===== src/rtl/ram8_bank.sv =====
// Eight-word register bank: 8-way decoded write port, registered read port with valid strobe,
// sticky per-word written flags. Define RAM8_BYPASS_EN for same-address write-through forwarding.
module ram8_bank #(
  parameter int WIDTH = 16
) (
  input  logic             clk,
  input  logic             rst_n,
  input  logic [WIDTH-1:0] in,
  input  logic [2:0]       address,
  input  logic             load,
  input  logic             rd_en,
  input  logic [2:0]       rd_addr,
  output logic [WIDTH-1:0] out,
  output logic             out_valid,
  output logic [7:0]       written
);

  logic [WIDTH-1:0] mem_q [8];
  logic [WIDTH-1:0] mem_d [8];
  logic [7:0]       written_q, written_d;
  logic [WIDTH-1:0] out_q, out_d;
  logic             out_valid_q, out_valid_d;
  logic [7:0]       word_we;

  // Valid semantics: out_valid is high for exactly the one cycle after a rd_en request and
  // marks that out was refreshed; there is no ready, the bank accepts every load and rd_en.
  always_comb begin
    word_we = 8'h00;
    if (load) word_we[address] = 1'b1;

    for (int i = 0; i < 8; i++) begin
      mem_d[i] = word_we[i] ? in : mem_q[i];
    end
    written_d = written_q | word_we;

    out_d       = out_q;
    out_valid_d = 1'b0;
    if (rd_en) begin
      out_valid_d = 1'b1;
`ifdef RAM8_BYPASS_EN
      out_d = (load && (address == rd_addr)) ? in : mem_q[rd_addr];
`else
      // Read-before-write: a same-cycle write is seen by the next read.
      out_d = mem_q[rd_addr];
`endif
    end
  end

  always_ff @(posedge clk or negedge rst_n) begin
    if (!rst_n) begin
      for (int i = 0; i < 8; i++) begin
        mem_q[i] <= '0;
      end
      written_q   <= 8'h00;
      out_q       <= '0;
      out_valid_q <= 1'b0;
    end else begin
      for (int i = 0; i < 8; i++) begin
        mem_q[i] <= mem_d[i];
      end
      written_q   <= written_d;
      out_q       <= out_d;
      out_valid_q <= out_valid_d;
    end
  end

  assign out       = out_q;
  assign out_valid = out_valid_q;
  assign written   = written_q;

endmodule

===== config.mk =====
export PLATFORM = sky130hd
export DESIGN_NAME = ram8_bank
export DESIGN_NICKNAME = d
export VERILOG_FILES = /design/src/rtl/ram8_bank.sv
export SDC_FILE = /design/constraint.sdc
export NUM_CORES = 1
export LEC_CHECK = 0
export ABC_AREA = 0
export CAP_MARGIN = 15
export CORE_MARGIN = 10
export CORE_UTILIZATION = 44
export DETAILED_ROUTE_END_ITERATION = 8
export PLACE_DENSITY = 0.62
export SYNTH_ARGS = -nofsm -noshare
export SYNTH_HDL_FRONTEND = slang
export SYNTH_SLANG_ARGS = --single-unit

===== constraint.sdc =====
create_clock -name clk -period 1.5 [get_ports clk]
set_clock_uncertainty 0.05 [all_clocks]
set_input_delay 0.375 -clock clk [delete_from_list [all_inputs] [get_ports clk]]
set_output_delay 0.375 -clock clk [all_outputs]
set_load 0.03 [all_outputs]

# ---- Word-level counts from Yosys, hierarchy flattened
# Index checks and enable logic that the tools add are counted.
dict set report classes {
  order_cmp 3
  mux 7
  bitwise 2
  reduce_logical 1
}
# operator count
set ops {}
lappend ops {{16-bit binary-select mux with 3-bit select} 1}
lappend ops {{16-bit two-way mux} 2}
lappend ops {{8-bit two-way mux} 1}
lappend ops {{8-bit OR} 1}
lappend ops {{4-bit >= comparator, second input constant} 1}
lappend ops {{3-bit by 4-bit less-than comparator with 1-bit output, second input constant} 1}
lappend ops {{3-bit inverter with 4-bit output} 1}
lappend ops {{1-bit demux with 3-bit select} 1}
lappend ops {{3-bit by 1-bit >= comparator with 1-bit output, second input constant} 1}
lappend ops {{1-bit two-way mux} 2}
lappend ops {{1-bit logical AND} 1}
dict set report word_totals {
  regBits 153
  inputBits 26
  out_inout_bits 25
}

# ---- Depth between registers and ports, before layout
# Gate-level depths: netlist (run 1).
dict set report logic_depth {
  ltp_word 6
  mapped_depth 6
  depth_no_buf 3
}

# ---- Worst setup path before layout (run 1)
# OpenSTA, ideal clock, no wires.
dict set report synth_timing {
  path_type {input -> register}
  startpoint {in address[0]}
  endpoint {reg mem_q[86] in the netlist's numbering}
  setup_ns 0.125
  arrival_time_ns 1.521
  required_time_ns 1.325
  path_slack_ns -0.196
  stages 5
  n_path_buf 2
  path_cell_list {buf_6 -> nand2b_4 -> nor3b_4 -> buf_6 -> mux2_2}
}
dict set report synth_via {
  elab_chain_cells 5
  elab_cells_between_ends 6
  classes_between {order compare: 2; mux: 3; reduce/logical: 1}
}
# item line_no
set synth_lines {}
lappend synth_lines {{start, declared} 9} ;# input logic [2:0] address,
lappend synth_lines {{3-bit by 4-bit less-than comparator with 1-bit output (implied by the code) or 3-bit by 1-bit >= comparator with 1-bit output (tied branches)} 29} ;# if (load) word_we[address] = 1'b1;
lappend synth_lines {{1-bit logical AND (implied by the code)} 29}
lappend synth_lines {{1-bit two-way mux (implied by the code)} 29}
lappend synth_lines {{1-bit demux with 3-bit select (*)} 29}
lappend synth_lines {{8-bit two-way mux (*)} 29}
lappend synth_lines {{end signal, assigned by index} 59} ;# mem_q[i] <= mem_d[i];
lappend synth_lines {{end, declared} 18} ;# logic [WIDTH-1:0] mem_q [8];
# Every way passes the cells marked *; elsewhere a longest branch is shown, timed or not.
# A chain may end at the register's enable or synchronous reset.

# ---- Worst setup path after layout (run 1)
dict set report layout_timing {
  startpoint {in address[1]}
  endpoint {reg mem_q[62] in the netlist's numbering}
}
# The elaborated chain is that of the path after synthesis.

==> impl_metrics.ini, run 1 <==
[sta]
worst_pin_slew_ns = 0.365
rsz0062_at_grt = true
finalCriticalPeriod_ns = 1.50
period_share = 1.00
fmax_mhz = 667
setup_viol = 1
slew_headroom = 0.756
worst_slack_ns = -0.000259
hold_violations = 0
report.final.slew_viol_count = 0

[setup_path]
cpMostUsedCell = buf_6
slowest_delay_ns = 0.35
crit_type = input pin to flip-flop
reg2reg_slack_ns = 0.36
critPathRequiredTime_ns = 1.76
arrival_ns = 1.76
cp_num_buf_inv = 4
cp_slowest_cell = mux2_2
path_delay_family = buffers and inverters
critPathMaxFanout = 8
crit_chain = dlygate4sd2_1 > buf_12 > buf_6 > nor3b_4 > buf_6 > mux2_2
cp-end-kind = flip-flop
cp-start-kind = input pin

[cells_and_area]
areaGrowthSynthToFinish_pct = 25.6
fillCellCount = 1236
multi_input_area_sq_um = 2860
final_nets = 589
regArea_sq_um = 3830
antenna_cells = 0
final_cell_area_sq_um = 8620
drive_gt1_frac = 0.430

[die]
coreArea_sq_um = 15300
io_pins = 51
fp-row-count = 45
dieArea_sq_um = 21000
die_w_microns = 145
die_height_microns = 145
start_util = 0.450

[yosys]
yosys.area.top_type_share = 0.558
ys_seq_area_frac = 0.558
yosys_warnings = 0
ys_top_cells_by_area = dfrtp_1 (56%), mux2_2 (21%), mux2i_1 (7.0%), nor2b_1 (3.0%), a41o_1 (2.3%)
netlist_instances = 479
ys_ff_latch = 153
synth_top_area_cell = dfrtp_1
syn_avg_cell_area_sq_um = 14.3
syn_nets = 505
synth.cell_area_sq_um = 6860
synth.distinct_cells = 22

[job]
maxCapViolations = 0

[grt]
first_global_vias = 4566
track_usage = 0.157
grt_pass1_wl_mm = 25.2
grt_max_degree = 36
grt_antenna_before_repair = 0
grt_overflow = 0

[power_and_ir_drop]
p_leak_nw = 3.87
ir_drop_uv = 874
p_per_area_nw_per_um2 = 1340
total_power_mw = 11.5

[worst_hold_path]
hold_class = input pin to async pin

[drt]
drt_pass1_iterations = 4
drt-initial-drc-count = 295
wirelength_mm = 15.5
avgRoutedWirePerCell_microns = 19.7
via_count = 4245
drc = 0
ant_nets = 0
vias_per_cell = 5.40

[cts]
cts_tree = done
cts_root_buffer = clkbuf_16
cts_buffers = 17
clk_pin_slew_ns = 0.06
cts_buffer_depth = 2
clk_latency_ns = 0.42
htreeDepth = 4
cts_num_sinks = 153

[placement]
hpwl_mm = 10.3
place_congestion = 0.738
place_ws_ns = -0.548
place_area_sq_um = 7960
portBuffers = 50

[run_status]
violations = negative setup slack
status = finished with violations
[where the power goes]
| group | switching [mW] | internal, mW | total [mW] |
|---|---|---|---|
| Clock | 1.56 | 2.38 | 3.94 |
| Sequential | 0.426 | 4.98 | 5.41 |
| Combinational | 0.934 | 1.24 | 2.17 |
[synthesized netlist by cell type]
cell / n
a22oi_1: 16
nor3b_4: 2
a41o_1: 16
nand3_1: 16
nand4b_2: 3
nand2b_4: 1
nand2b_1: 5
or2_2: 4
mux2_2: 128
nand4_2: 1
buf_4: 9
clkbuf_1: 7
nor2_1: 1
mux2i_1: 48
buf_6: 3
nor2b_1: 33
a211o_1: 16
dfrtp_1: 153
nor3_4: 2
nand2_1: 1
clkbuf_2: 1
buf_2: 13
[repair_timing]
action,in CTS,in global routing
endpoints found under the hold margin,26,0
gates resized for setup,29,10
cloned,2,1
pin swaps,2,1
setup buffers,3,2
setup endpoints to repair,131,26
hold buffers,1,0
[cells by family after synthesis]
kind of cell	Yosys count	synth area share
buf+inv	33	0.0288
flops	153	0.558
mux	176	0.280
simple gates	69	0.0717
compound gates	48	0.0613
[final cells by class]
| class | instances | area share |
|---|---|---|
| Tap cell | 211 | 0.0306 |
| Clock buffer | 22 | 0.0550 |
| Sequential cell | 153 | 0.444 |
| Clock inverter | 9 | 0.00857 |
| Timing Repair Buffer | 98 | 0.129 |
| Multi-Input combinational cell | 293 | 0.332 |
[registers in the layout (all words and copies together), names as in the netlist]
name and cells:
mem_q 128, out 16, out_valid 1, written 8
[path summary, 6_finish.rpt]
kind	start	endpoint	cells past startpoint
worst max register to register	mem_q[60]$_DFFE_PN0P_	out[12]$_DFFE_PN0P_	3
min in group clk	written[5]$_DFF_PN0_	written[5]$_DFF_PN0_	1
worst min-delay path	rst_n	mem_q[32]$_DFFE_PN0P_	2
worst min register to register	written[5]$_DFF_PN0_	written[5]$_DFF_PN0_	1
worst max-delay path	address[1]	mem_q[62]$_DFFE_PN0P_	6
max in group asynchronous	rst_n	mem_q[24]$_DFFE_PN0P_	3
[cells in the final DEF, fill, tap and decap left out, types with 17 or more instances in the layout]
cell,n
mux2i_1,48
buf_4,40
clkbuf_16,17
nor2b_1,32
mux2_2,123
clkdlybuf4s50_1,17
dfrtp_1,153
buf_12,22
[through the flow]
step	std cells	setup TNS [ns]	hold slack (ns)	util
floorplan	479	-5.83	0.0294	-
global placement	746	-69.66	0.250	0.521
detailed placement	746	-70.52	0.250	0.521
CTS	783	-0.0295	0.369	0.563
global route	786	-0.248	0.388	0.565
finish	786	-0.000259	0.374	0.565
[routing by layer]
layer  wire (microns)  part of all wire  track usage  vias up
met1             7050              0.45        0.197     2224
met5                0                 0            0        -
met2             7710              0.50        0.261       60
met4              256             0.017       0.0612        0
li1                 -                 -            -     1941
met3              492             0.032       0.0319       20
Note: power is estimated with default switching activity, not from simulation.
==> run 2, diff against run 1 <==
==> constraint.sdc (replaced) <==
create_clock -name clk -period 1.5 [get_ports clk]
set_clock_uncertainty 0.05 [all_clocks]
set_input_delay 0.15 -clock clk [delete_from_list [all_inputs] [get_ports clk]]
set_output_delay 0.15 -clock clk [all_outputs]
set_load 0.03 [all_outputs]
==> run 2 against run 1 <==
Net effect: the run now ends clean; fmax is 6.7% higher; clock power increased by 8.6%; critical path depth down 5; sequential cell count unchanged; combinational power shrank 4%; sequential power is essentially flat; non-clock buffer count is 12 lower; via count fell by 0.64%; critical path type is now flip-flop to primary output; critical endpoint is now out[1].
==> impl_metrics.ini, run 2 (synthesis gave the netlist of run 1 again) <==
[setup_path]
slowest_delay_ns = 0.41
critPathMaxFanout = 2
critPathLaunch = out[1]$_DFFE_PN0P_
arrival_ns = 1.21
crit_type = flip-flop to primary output
crit_chain = dlygate4sd2_1
critPathRequiredTime_ns = 1.30
cp-end-kind = primary output
regToRegEndpoint = out[14]$_DFFE_PN0P_
cp-start-kind = flip-flop
path_delay_family = buffers and inverters
cp_slowest_cell = dlygate4sd2_1
reg2reg_from = mem_q[62]$_DFFE_PN0P_
reg2regPathDepth = 3
cp_num_buf_inv = 1
reg2reg_slack_ns = 0.36

[drt]
avgRoutedWirePerCell_microns = 19.9
ant_nets = 0
drc = 0
vias_per_cell = 5.45
via_count = 4218
wirelength_mm = 15.4
drt_pass1_iterations = 4
drt-initial-drc-count = 238

[placement]
portBuffers = 50
place_congestion = 0.737
hpwl_mm = 10.0

[cts]
clk_latency_ns = 0.42
htreeDepth = 4
cts_tree = done
clk_pin_slew_ns = 0.06
cts_buffers = 17
cts_buffer_depth = 2
cts_num_sinks = 153
cts_root_buffer = clkbuf_16

[sta]
fmax_mhz = 711
fin_tns_setup_ns = 0
whs_ns = 0.165
rsz0062_at_grt = false
slew_headroom = 0.724
period_share = 0.938
setup_viol = 0
hold_violations = 0
finalCriticalPeriod_ns = 1.41
report.final.slew_viol_count = 0
worst_pin_slew_ns = 0.414

[cells_and_area]
drive_gt1_frac = 0.368
layout_common_cells = dfrtp_1 (153), mux2_2 (128), mux2i_1 (48)
final_nets = 577
final_common_cell = dfrtp_1
areaGrowthSynthToFinish_pct = 23.6
antenna_cells = 0
largest_reg_flops = 128
regMostFlops = mem_q
regArea_sq_um = 3830
fillCellCount = 1276
multi_input_area_sq_um = 2830

[die]
coreArea_sq_um = 15300
dieArea_sq_um = 21000
die_w_microns = 145
io_pins = 51
fp-row-count = 45
die_height_microns = 145
start_util = 0.450

[grt]
grt_overflow = 0
grt_pass1_wl_mm = 25.2
grt_antenna_before_repair = 0
track_usage = 0.158
first_global_vias = 4459
grt_max_degree = 41

[job]
maxCapViolations = 0

[run_status]
status = complete, no violations

[power_and_ir_drop]
ir_drop_uv = 858
total_power_mw = 11.8
p_per_area_nw_per_um2 = 1390
p_leak_nw = 3.76

[worst_hold_path]
hold_class = input pin to async pin
## run 2: layout make-up
type                    instances  area share
flip-flops and latches        153       0.452
multi-input cells             293       0.334
repair buffers                 86       0.114
clock buffers                  21      0.0543
well taps                     211      0.0311
clock inverters                10      0.0148
## run 2: layer usage
metal	track usage	routed length (microns)
met1	0.208	7090
met2	0.249	7600
met3	0.0362	552
met4	0.0569	183
met5	0	0
## run 2: worst max-delay path by stage
stage,endpoint,cells past startpoint,slack (ns)
6_report,out[1],1,0.09
4_1_cts,out[5],1,0.07
3_3_place_gp,mem_q[116]$_DFFE_PN0P_,5,-0.27
3_5_place_dp,mem_q[115]$_DFFE_PN0P_,5,-0.28
2_1_floorplan,mem_q[86]$_DFFE_PN0P_,5,0.03
5_1_grt,written[2],1,0.04
## run 2: power by group
part / leakage [nW] / total, mW / internal [mW] / switching (mW)
Combinational: 1.65 / 2.08 / 1.15 / 0.932
Sequential: 1.82 / 5.39 / 4.98 / 0.413
Clock: 0.296 / 4.28 / 2.67 / 1.61
## run 2: metrics by stage
step           cell area (sq um)  utilization  instances  worst slack [ns]
5_1_grt                     8480        0.556        774            0.0426
2_1_floorplan               6860            -        479            0.0290
4_1_cts                     8480        0.556        774            0.0743
3_3_place_gp                7910        0.519        742            -0.271
3_5_place_dp                7910        0.519        742            -0.284
6_report                    8480        0.556        774            0.0935
## run 2: repair_timing
item | 4_1_cts | 5_1_grt
hold buffers | 1 | 0
hold endpoints to repair | 153 | 0
endpoints found under the setup margin | 25 | 0
buffers inserted | 0 | 0
gates resized for setup | 25 | 0
==> variant 1, RTL diff (settings of run 1) <==
Build with the macro `RAM8_BYPASS_EN` defined.
--- a/src/rtl/ram8_bank.sv
+++ b/src/rtl/ram8_bank.sv
@@ -1,4 +1,6 @@
 // Eight-word register bank: 8-way decoded write port, registered read port with valid strobe,
 // sticky per-word written flags. Define RAM8_BYPASS_EN for same-address write-through forwarding.
+`define RAM8_BYPASS_EN
+
 module ram8_bank #(
   parameter int WIDTH = 16
Formal check against the unedited RTL: not equivalent (a bounded check fails within 4 cycles, from zero or initial values and one cycle with rst_n low).
==> variant 1 against run 1 <==
The run still ends with setup timing left. Cell area grew 1.9%. Critical endpoint is now out[0]. Sequential cell count is the same. Area after synthesis shrank 2.5%. Routed wire length grew 3.9%. Cell count shrank 0.25%. Total power grew 9.1%. Critical path depth shrank 3. Setup slack lost 78 ps.
==> variant 1: results (changes against run 1) <==
HPWL Detailed=10,400 um (+1.2%); vias in the first global route=4,696 (+2.8%); worst-path fanout max=2 (-6); Vias=4,249 (+0.094%); RR Startpoint=mem_q[0]; final worst setup slack=-78.0 ps (-77.7 ps); Final setup viols=4 (+3); 1st-iter DRT viols=308 (+4.4%); Logic pwr share=19.9% (+1.0 points); layout cells sized above 1=42.6% (-0.34 points); ranking of synthesized cells by area=dfrtp_1, mux2_2, mux4_2; Metal-1 WL=6790 um (-3.8%); DR vias/cell=5.42 (+0.35%); met3 WL=1000 um (+100%); run status=finished, violations left; met2 WL=8110 um (+5.2%); P_comb=0.00250 W (+15%); largest stage delay on the critical path=470 ps (+120 ps); syn_nets=506 (+0.20%); number of iterations in the first detailed-routing pass=5 (+1); syn avg cell area=13.9 sq um (-2.7%); worst reg2reg endpoint=out[0]; Top Family by Delay on Critical Path=multiplexers; Fillers=1,176 (-4.9%); CP max-delay cell=mux4_2; Placement Setup Slack=-679 ps (-131 ps); worst slew pin tran=363 ps (-2.23 ps); Placer Congestion=0.764 (+3.5%); Pleak=3.94 nW (+1.9%); DP Cell Count=740 (-0.80%); failing checks=setup timing; Layout Nets=609 (+3.4%); gr usage total=17.2% (+1.5 points); top post-synthesis cells by count=dfrtp_1, mux2_2, nand2_1; Clk. pwr=0.00463 W (+18%)
variant 1: worst max path at each step:
| stage | startpoint | to | slack, ps | cells after the start |
|---|---|---|---|---|
| 2_1_floorplan | rd_addr[0] | out[0] | -280 | 5 |
| 3_3_place_gp | rd_addr[2] | out[2] | -670 | 5 |
| 3_5_place_dp | rd_addr[2] | out[2] | -680 | 5 |
| 4_1_cts | mem_q[82] | out[2] | -80 | 3 |
| 5_1_grt | mem_q[0] | out[0] | -120 | 3 |
| 6_report | mem_q[0] | out[0] | -80 | 3 |
variant 1: routing by layer:
metal	track usage [%]	vias to the layer above
met5	0	-
met4	5.48	0
met3	4.03	13
met2	27.4	96
met1	22.7	2199
li1	-	1941
variant 1: metrics by stage:
stage / setup TNS [ps] / utilization [%]
5_1_grt: -711 / 58.4
4_1_cts: -309 / 59.0
3_5_place_dp: -79810 / 53.3
3_3_place_gp: -75590 / 53.3
2_1_floorplan: -7200 / -
6_report: -267 / 58.4
variant 1: kinds of logic (layout without fill, tap and decap cells):
group	count (synthesis)	after routing	synth area share [%]
buffers and inverters	47	163	3.42
AND/OR/NAND/NOR	84	84	6.00
XOR/XNOR	3	3	0.393
AO/OA/AOI/OAI	65	65	5.89
multiplexers	128	128	27.0
flip-flops	153	153	57.2
variant 1: repair_timing:
| action | 4_1_cts | 5_1_grt |
|---|---|---|
| hold endpoints to repair | 37 | 0 |
| setup endpoints to repair | 121 | 54 |
| resized for setup | 50 | 13 |
| buffers inserted | 11 | 0 |
| gates cloned | 3 | 0 |
| hold buffers | 1 | 0 |
| pin swaps | 3 | 2 |
variant 1: cell type report:
class	count	share of cell area, %
clock buffer	19	4.93
clock inverter	13	2.29
inverter	13	0.556
multi-input combinational	280	32.6
sequential	153	43.6
tap	188	2.68
timing repair buffer	118	13.3
==> variant 2, RTL diff (flow settings as in run 1) <==
Made on the original files. Register the output `out` once more, with the module's reset; this adds one clock of latency there. The other outputs are not delayed to match.
--- a/src/rtl/ram8_bank.sv
+++ b/src/rtl/ram8_bank.sv
@@ -65,5 +65,11 @@
   end
 
-  assign out       = out_q;
+  always_ff @(posedge clk or negedge rst_n) begin
+    if (!rst_n) begin
+      out <= '0;
+    end else begin
+      out <= out_q;
+    end
+  end
   assign out_valid = out_valid_q;
   assign written   = written_q;
Formal check against the unedited RTL: not equivalent (Yosys sat finds a counterexample within 4 cycles, from zero or initial values and one cycle with rst_n low).
==> variant 2 against run 1 <==
Total power up 10%. Synthesized cell count up 3.3%. Setup slack better by 37 ps. Sequential share of layout area up 2.5 points. Non-clock buffer count unchanged. Sequential cell count up 16. Largest power group unchanged. Routed wire length up 6.2%. Cell area up 4.5%. Critical path depth down 1. Clock power up 17%. Area after synthesis up 5.8%.
==> variant 2: results (changes against run 1) <==
Min-Delay Path Depth=0; Root Buffer=clkbuf_16; Relative slew margins=77.2% (+1.6 points); Layout Nets=605 (+2.7%); gr usage total=15.7% (about the same); Placer Congestion=0.743 (+0.68%); Clk Latency, worst-skew pair=420 ps (about the same); Die Width=148 um (+2.5%); pin count of the biggest net entering global routing=34 (-5.6%); first-pass GRT wire length=26,800 um (+6.1%); Yosys warning count=0 (unchanged); worst reg2reg path depth=3 (unchanged); DP Area=8350 sq um (+5.0%); clock transition at the registers of the reported paths=60 ps (about the same); Seq/Total Area, Yosys=58.3% (+2.5 points); setup bufs post-CTS=4 (+1); 1st-iter DRT viols=191 (-35%); Internal Power=0.00961 W (+12%); run status=complete, no violations; top post-synthesis cells by count=dfrtp_1, mux2_2, mux2i_1; Clk. pwr=0.00461 W (+17%); HPWL Detailed=10,600 um (+3.0%); Logic pwr share=16.9% (-2.0 points); number of iterations in the first detailed-routing pass=4 (unchanged); drt total wl=16,500 um (+6.2%); I/O Buffers=50 (unchanged); Pleak=4.06 nW (+5.1%); post-synthesis compound-gate area fraction=5.79% (-0.34 points); mux contribution to synthesized area=26.5% (-1.5 points); largest stage delay on the critical path=480 ps (+130 ps); xor and xnor area share after synthesis=0% (unchanged); Yosys reg bits=169 (+10%); Peak VDD IR=859 uV (-1.7%); ys flop type=dfrtp_1; syn_nets=521 (+3.2%); Placement Setup Slack=-534 ps (+13.7 ps); Final setup viols=0 (-1); Largest regs=mem_q x128, out x16, out_q x16; Synth cell types=21 (-4.5%); vias in the first global route=4,791 (+4.9%); post-synthesis async set-or-reset flop share=100% (unchanged); CP max-delay cell=clkdlybuf4s50_1; CTS HTree Levels=4 (unchanged); Top Family by Delay on Critical Path=buffers and inverters; ant diodes=0 (unchanged); post-cts sizing count=74 (+160%); CP arrival=1720 ps (-40 ps); CTS max path bufs=2 (unchanged); worst hold path type=reg2reg; worst-path fanout max=16 (+8); layout cells sized above 1=41.6% (-1.4 points); DR vias/cell=5.40 (about the same); initial antenna violation count=0 (unchanged); ranking of synthesized cells by area=dfrtp_1, mux2_2, mux2i_1; adder-cell share of the synthesized area=0% (unchanged); Inserted Clock Buffers=17 (unchanged)
variant 2: path summary, 6_finish.rpt:
kind                                  from    endpoint  slack, ps
worst max-delay path            rd_addr[2]    out_q[8]         40
worst min-delay path              out_q[9]      out[9]        320
worst max register to register   mem_q[48]    out_q[0]        310
worst min register to register    out_q[9]      out[9]        320
max in group asynchronous            rst_n    mem_q[9]        510
min in group asynchronous            rst_n  mem_q[100]        370
variant 2: per-layer routing:
metal,vias to the layer above,part of all wire [%],global-route usage (%)
li1,1994,-,-
met4,0,1.3,4.86
met3,15,3.7,3.61
met2,66,50,26.3
met1,2287,45,19.7
met5,-,0,0
variant 2: logic make-up (layout without fill, tap and decap cells):
| logic type | after synthesis | after routing |
|---|---|---|
| mux | 176 | 176 |
| flops | 169 | 169 |
| simple gates | 69 | 69 |
| compound gates | 48 | 48 |
| buf+inv | 33 | 130 |
variant 2: worst reg2reg max path, delay by kind of cell, from the launching register on:
kind | cells | cell delay [ps]
AOI/OAI and AO/OA | 2 | 520
DFF | 1 | 380
and+or+nand+nor | 1 | 140
variant 2: cell type report:
cell class | count | area (sq um)
repair buffers | 98 | 1010
flip-flops and latches | 169 | 4230
well taps | 216 | 270
fillers | 1343 | 7000
clock buffers | 24 | 492
multi-input cells | 293 | 2870
clock inverters | 8 | 140
variant 2: stage by stage:
stage	hold WS [ps]	utilization, %	TNS [ps]	power (W)	std cells
after global placement	239	52.2	-63370	0.00810	769
after detailed placement	243	52.2	-68710	0.00822	769
after CTS	317	56.7	-21.4	0.0128	808
after floorplan	29.4	-	-5830	0.00738	495
after global routing	321	56.3	-3.95	0.0133	808
final	315	56.3	0	0.0127	808
